[src/rtl/rom_burst_arbiter.sv]
// rtl/rom_burst_arbiter.sv - round-robin burst arbiter sharing one synchronous-read ROM between two requesters
module rom_burst_arbiter #(
    parameter int AW = 6,
    parameter int DW = 4,
    parameter int LW = 4
) (
    input  logic          clk,
    input  logic          rst,
    input  logic          req0,
    input  logic [AW-1:0] addr0,
    input  logic [LW-1:0] len0,
    output logic          ack0,
    input  logic          req1,
    input  logic [AW-1:0] addr1,
    input  logic [LW-1:0] len1,
    output logic          ack1,
    output logic          rom_en,
    output logic [AW-1:0] rom_addr,
    input  logic [DW-1:0] rom_dout,
    output logic          rd_valid,
    output logic          rd_id,
    output logic [DW-1:0] rd_data,
    output logic          rd_last,
    output logic          busy
);

    typedef enum logic {S_IDLE, S_BURST} state_t;

    state_t        state_q, state_d;
    logic          id_q, id_d;
    logic          last_gnt_q, last_gnt_d;
    logic [LW-1:0] count_q, count_d;
    logic          rom_en_q, rom_en_d;
    logic [AW-1:0] rom_addr_q, rom_addr_d;
    logic          ack0_q, ack0_d;
    logic          ack1_q, ack1_d;
    logic          rd_valid_q, rd_valid_d;
    logic          rd_id_q, rd_id_d;
    logic          rd_last_q, rd_last_d;
    logic          busy_q, busy_d;
    logic          grant_vld;
    logic          grant_id;

    // Contention goes to whoever was not served last; a lone request wins outright.
    assign grant_vld = req0 | req1;
    assign grant_id  = (req0 && req1) ? ~last_gnt_q : req1;

    always_ff @(posedge clk or posedge rst) begin
        if (rst) begin
            state_q    <= S_IDLE;
            id_q       <= 1'b0;
            last_gnt_q <= 1'b1;
            count_q    <= '0;
            rom_en_q   <= 1'b0;
            rom_addr_q <= '0;
            ack0_q     <= 1'b0;
            ack1_q     <= 1'b0;
            rd_valid_q <= 1'b0;
            rd_id_q    <= 1'b0;
            rd_last_q  <= 1'b0;
            busy_q     <= 1'b0;
        end else begin
            state_q    <= state_d;
            id_q       <= id_d;
            last_gnt_q <= last_gnt_d;
            count_q    <= count_d;
            rom_en_q   <= rom_en_d;
            rom_addr_q <= rom_addr_d;
            ack0_q     <= ack0_d;
            ack1_q     <= ack1_d;
            rd_valid_q <= rd_valid_d;
            rd_id_q    <= rd_id_d;
            rd_last_q  <= rd_last_d;
            busy_q     <= busy_d;
        end
    end

    always_comb begin
        state_d = state_q;
        case (state_q)
            S_IDLE:  if (grant_vld) state_d = S_BURST;
            S_BURST: if (count_q == '0) state_d = S_IDLE;
            default: state_d = S_IDLE;
        endcase
    end

    always_comb begin
        id_d       = id_q;
        last_gnt_d = last_gnt_q;
        count_d    = count_q;
        rom_en_d   = 1'b0;
        rom_addr_d = rom_addr_q;
        ack0_d     = 1'b0;
        ack1_d     = 1'b0;
        case (state_q)
            S_IDLE: begin
                if (grant_vld) begin
                    id_d       = grant_id;
                    last_gnt_d = grant_id;
                    rom_addr_d = grant_id ? addr1 : addr0;
                    count_d    = grant_id ? len1 : len0;
                    rom_en_d   = 1'b1;
                    ack0_d     = ~grant_id;
                    ack1_d     = grant_id;
                end
            end
            S_BURST: begin
                if (count_q != '0) begin
                    rom_addr_d = rom_addr_q + 1'b1;
                    count_d    = count_q - 1'b1;
                    rom_en_d   = 1'b1;
                end
            end
            default: ;
        endcase
        // Return side mirrors the issue side one cycle later, matching ROM latency.
        rd_valid_d = rom_en_q;
        rd_id_d    = id_q;
        rd_last_d  = rom_en_q && (count_q == '0);
        busy_d     = (state_d == S_BURST) || rd_valid_d;
    end

    assign ack0     = ack0_q;
    assign ack1     = ack1_q;
    assign rom_en   = rom_en_q;
    assign rom_addr = rom_addr_q;
    assign rd_valid = rd_valid_q;
    assign rd_id    = rd_id_q;
    assign rd_last  = rd_last_q;
    assign rd_data  = rd_valid_q ? rom_dout : '0;
    assign busy     = busy_q;

endmodule

[config.mk]
export PLATFORM = sky130hd
export DESIGN_NAME = rom_burst_arbiter
export DESIGN_NICKNAME = d
export VERILOG_FILES = /design/src/rtl/rom_burst_arbiter.sv
export SDC_FILE = /design/constraint.sdc
export NUM_CORES = 1
export LEC_CHECK = 0
export CAP_MARGIN = 20
export CORE_ASPECT_RATIO = 1.5
export CORE_UTILIZATION = 35
export CTS_BUF_LIST = sky130_fd_sc_hd__clkbuf_2 sky130_fd_sc_hd__clkbuf_4 sky130_fd_sc_hd__clkbuf_8
export CTS_CLUSTER_DIAMETER = 60
export DETAILED_ROUTE_END_ITERATION = 16
export GPL_TIMING_DRIVEN = 0
export HOLD_SLACK_MARGIN = 0.06
export PLACE_DENSITY = 0.68
export SYNTH_ARGS = -nofsm -noshare
export SYNTH_HDL_FRONTEND = slang
export SYNTH_SLANG_ARGS = --single-unit
[constraint.sdc]
create_clock -name clk -period 1.8 [get_ports clk]
set_input_delay 0.18 -clock clk [delete_from_list [all_inputs] [get_ports clk]]
set_output_delay 0.18 -clock clk [all_outputs]
set_load 0.02 [all_outputs]
Yosys cells after proc, flatten, opt, wreduce, memory -nomap -nowiden
Index checks and enable logic that the tools add are counted.

Flip-flop bits (word level): 20. ROM bits: 0. Bits in latches: 0. Memories: 0. Bits in writable memories: 0.

Multiply operators: 0. Bitwise gates (word level): 4. Add/subtract/negate cells: 2. Muxes and demuxes: 19. Shift-type cells: 0. $lt $le $gt $ge: 0. Divide/modulo/power cells: 0. Reduce and logical (&&, ||, !) cells: 7. Eq/ne operators: 2.

Operators with widths (number): $mux 6 (3); $mux 4 (4); $pmux 6 s2 (1); $mux 1 (8); $pmux 4 s2 (1); $add 6x1->6 const B (1); $logic_not 4->1 (1); $pmux 1 s2 (2); $reduce_and 2->1 (2); $reduce_bool 4->1 (1); $sub 4x1->4 const B (1); $not 1->1 (3); $logic_and 1x1->1 (2); $ne 2x1->1 const B (1); $ne 2x2->1 const B (1); $logic_or 1x1->1 (1); $or 1x1->1 (1).

Logic depth before layout (Yosys ltp)
Word-level depth: 5. Gate-level depth with buffers: 9. Gate-level depth less buffers: 7.

Worst setup path before layout
Ideal clock, no wire load.

Path kind: reg-to-reg. Start point: register count_q[0]. End point: register rom_addr_q[2] (netlist: rom_addr[2]). Period minus slack after synthesis: 1.605 ns. Data arrival time: 1.478 ns. Setup slack: 0.195 ns. Data required time: 1.674 ns. Setup time: 0.126 ns. Path buffers: 2. Stages on the path, launching flop included: 10. Cell sequence: dfrtp_1 -> inv_1 -> ha_1 -> nor4bb_4 -> buf_6 -> or2_1 -> buf_6 -> clkinv_4 -> o32ai_2 -> nor3_2.

Cells in the longest elaborated chain, start to end: 3.

RTL lines: from (decl) (RTL line 32) `logic [LW-1:0] count_q, count_d;`; from (signal assigned) (RTL line 66) `count_q <= count_d;`; $reduce_bool 4->1 (RTL line 108) `if (count_q != '0) begin`; $ne 2x1->1 (no source line); $reduce_and 2->1 (no source line); to (signal assigned) (RTL line 68) `rom_addr_q <= rom_addr_d;`; to (decl) (RTL line 34) `logic [AW-1:0] rom_addr_q, rom_addr_d;`.

No other way between the ends. A chain may end at the register's enable or synchronous reset.

Worst setup path in the final report
Ends and elaborated chain as after synthesis.

==> parameters.txt <==
Parameter                              Value

Global routing
  Number of antenna violations at the first check in global routing    0
  Met1 capacity usage during global routing    20.9%
  Remaining Overflow, GRT    0
  Largest net degree at the start of global routing    20
  Met3 Track Usage GR    1.82%
  Most utilized layer in the global route result    met2
  Met2 Usage GRT    31.8%
  Wire length of the first global-routing pass    4070 um
  Tot GR Track Use    18.0%
  Number of global-route vias before repair    937

Drt
  Post-detailed-routing wire length    2610 um
  Detailed-router iteration count before antenna repair    4
  Via/cell ratio    5.00
  Remaining number of nets flagged by the antenna check after routing    0
  Number of DRC markers after the initial detailed-route iteration    25
  Routed length per placed instance    13.7 um
  Via count    950
  DR DRC count    0

Power
  PnR Total Power    2.53 mW
  Power per unit of standard cell area    1580 mW/mm2
  Sequential cell fraction of total power    32.3%
  Internal power consumption    1.52 mW
  Switch Pwr    1.01 mW
  Worst supply voltage drop on vdd    813 uV
  Comb power frac    55.1%
  Leakage dissipation    0.677 nW
  Share of power burned in the clock network    12.6%
  Sw frac    39.9%

Clock tree
  CTS buffer count    3
  TritonCTS clock tree    done
  TritonCTS sink count    19
  Buffer levels on the longest clock path    2
  Root Buffer Master    sky130_fd_sc_hd__clkbuf_8
  Clk slew on worst S/H paths    70 ps
  Source-to-sink clock delay at the later pin of the worst-skew pair    260 ps
  H-Tree Depth    1
  Count of hold-fix buffers inserted at cts    0

Job
  Max cap viols    0

Die
  Die extent in y    68.9 um
  Count of standard-cell rows    23
  Placeable core area    0.00276 mm2
  Area of the die    0.00321 mm2
  Starting density of the core    37.8%
  IO Pins    45
  DIE WIDTH    46.6 um

Cells and area
  Final antenna diode count    0
  Final #Nets    185
  Fraction of layout cells with a size suffix above 1    13.7%
  Number of cells in the finished layout apart from fillers    190
  Number of fill cells in the layout    255
  Area Overhead vs Synth    53.7%
  Finished Core Util    58.1%
  Design Area, Final    0.00161 mm2

Setup path
  Crit path kind    register to register
  Delay of the slowest critical-path stage    380 ps
  Required time at the worst-slack endpoint    1940 ps
  Critical path data arrival time    1810 ps
  Crit-path slowest cell    sky130_fd_sc_hd__dfrtp_1
  Cell-by-cell trace of the critical path    inv_1 > ha_1 > nor4bb_4 > buf_6 > or2_4 > buf_6 > o22ai_1 > nor3_2
  Critical register-to-register path endpoint    rom_addr[2]
  Category of the worst setup path launch point    register
  Cell repeated most along the worst path    sky130_fd_sc_hd__buf_6
  Source of the worst register-to-register timing path    count_q[0]
  Max FO, Critical Path    8
  Critical Path Sink Type    register
  Number of cell instances on the worst register-to-register path    8
  Register-to-register path setup slack    140 ps

STA
  Hold Fails Final Rpt    0
  Setup TNS after final layout    0 ps
  Max Slew Vio Count    0
  Setup repair after global routing missed its margin    false
  Time the final worst path needs with I/O delays and setup    1660 ps
  Post-route worst hold slack    343 ps
  Worst setup skew after layout    5.36 ps
  Worst Tran Pin Value    719 ps
  Final worst setup slack    136 ps
  Post-route clock period utilization    92.4%
  Setup-violating endpoint count in the final report    0
  Slew headroom    52.0%
  Highest clock rate    0.601 GHz

Place
  Placed instance count    183
  Instance area at placement    0.00153 mm2
  Number of I/O port buffers    44
  Pre-CTS setup slack    -75.1 ps
  Detailed placer's ending HPWL    1950 um
  Global placement routability congestion    0.792

Synth
  Ys async rst share    100%
  Sequential-to-total area share from yosys stat    45.6%
  Mean Syn Cell Area    10.2 um2
  Synthesized instance count    102
  Cell type with the largest total area after synthesis    sky130_fd_sc_hd__dfrtp_1
  Yosys warning count    0
  Distinct cell type count after synthesis    37
  Area of the mapped netlist    0.00104 mm2
  Largest cells by area after synthesis    sky130_fd_sc_hd__dfrtp_1 43%, sky130_fd_sc_hd__ha_1 3.6%, sky130_fd_sc_hd__a21oi_1 3.4%
  Share of Yosys cell area claimed by the top area cell type    43.1%
  Post-synthesis net count    133
  Most used DFF post-synth    sky130_fd_sc_hd__dfrtp_1
  Yosys reg bits    19
  Number of enable-type register cells in the synthesized netlist    0

Worst hold path
  Type of the tightest min-delay check    input port to async pin

Outcome
  Run status    finished, final reports clean
-- layout make-up --
class / count / area [um2] / area share [%]
repair buffers: 47 / 463 / 28.8
clock buffers: 4 / 48.8 / 3.04
multi-input cells: 70 / 492 / 30.6
well taps: 37 / 46.3 / 2.88
inverters: 8 / 35.0 / 2.18
plain buffers: 5 / 43.8 / 2.73
flip-flops and latches: 19 / 477 / 29.7
-- state kept, by name, summed over array words and instances, names as in the netlist --
name and cells:
rom_addr 6, count_q 4, ack0 1, ack1 1, busy 1, id_q 1
last_gnt_q 1, rd_id 1, rd_last 1, rd_valid 1, rom_en 1
-- how the worst max path moves through the flow --
stage               start  depth (start not counted)           to  slack, ps
2_1_floorplan  count_q[0]                          9  rom_addr[2]        200
3_3_place_gp         req0                          6  rom_addr[3]        -20
3_5_place_dp         req0                          6  rom_addr[3]        -80
4_1_cts        count_q[0]                          8  rom_addr[4]         50
5_1_grt        count_q[0]                          9   count_q[0]         40
6_report       count_q[0]                          8  rom_addr[2]        140
-- synthesized netlist by cell type, drive strengths merged, types with 2 or more instances --
master / number
o211ai: 2
ha: 3
nand3: 3
mux2i: 3
buf: 5
and2: 4
nor2: 7
a22oi: 3
nor3: 7
o221ai: 2
o22ai: 2
a21oi: 7
nand4: 2
inv: 7
dfrtp: 18
nand2: 4
o21ai: 4
o32a: 2
-- metal layers --
| layer | up-vias | routed length [um] |
|---|---|---|
| li1 | 477 | - |
| met1 | 442 | 1120 |
| met2 | 27 | 1330 |
| met3 | 4 | 116 |
| met4 | 0 | 44 |
| met5 | - | 0 |
-- critical path: cells and delay by family (launching register included) --
family / cells / cell delay (ps)
compound gates: 1 / 200
fa+ha+maj: 1 / 190
buf+inv: 3 / 350
flops: 1 / 380
simple gates: 3 / 430
-- cell usage in the layout, fill, tap and decap left out, drive strengths merged, types with 2 or more instances in the layout --
| cell | n |
|---|---|
| a21oi | 7 |
| nor2 | 7 |
| dfrtp | 18 |
| nand2 | 4 |
| o21ai | 4 |
| ha | 3 |
| buf | 8 |
| o22ai | 2 |
| clkbuf | 4 |
| nor3 | 7 |
| clkdlybuf4s50 | 44 |
| and2 | 4 |
| inv | 7 |
| a22oi | 3 |
| o32a | 2 |
| nand3 | 3 |
| o221ai | 2 |
| mux2i | 3 |
| nand4 | 2 |
| o211ai | 2 |
-- power by group through the flow --
stage / registers [mW] / clock network (mW) / logic (mW)
after global placement: 0.815 / 0 / 1.33
after global routing: 0.846 / 0.340 / 1.53
after detailed placement: 0.823 / 0 / 1.36
after CTS: 0.817 / 0.324 / 1.37
after floorplan: 0.936 / 0 / 0.740
final: 0.818 / 0.318 / 1.40
-- timing repair --
item,in CTS,in global routing
setup endpoints to repair,0,6
resized for setup,0,1
setup buffers,0,3
-- logic make-up after synthesis --
family | count (synthesis) | share of synthesized area [%]
DFF | 19 | 45.6
muxes | 3 | 2.87
adders and majority gates | 3 | 3.59
AOI/OAI and AO/OA | 30 | 21.2
buffers and inverters | 13 | 7.55
and+or+nand+nor | 33 | 18.3
xor gates and xnor gates | 1 | 0.838
Note: power is estimated with default switching activity, not from simulation.
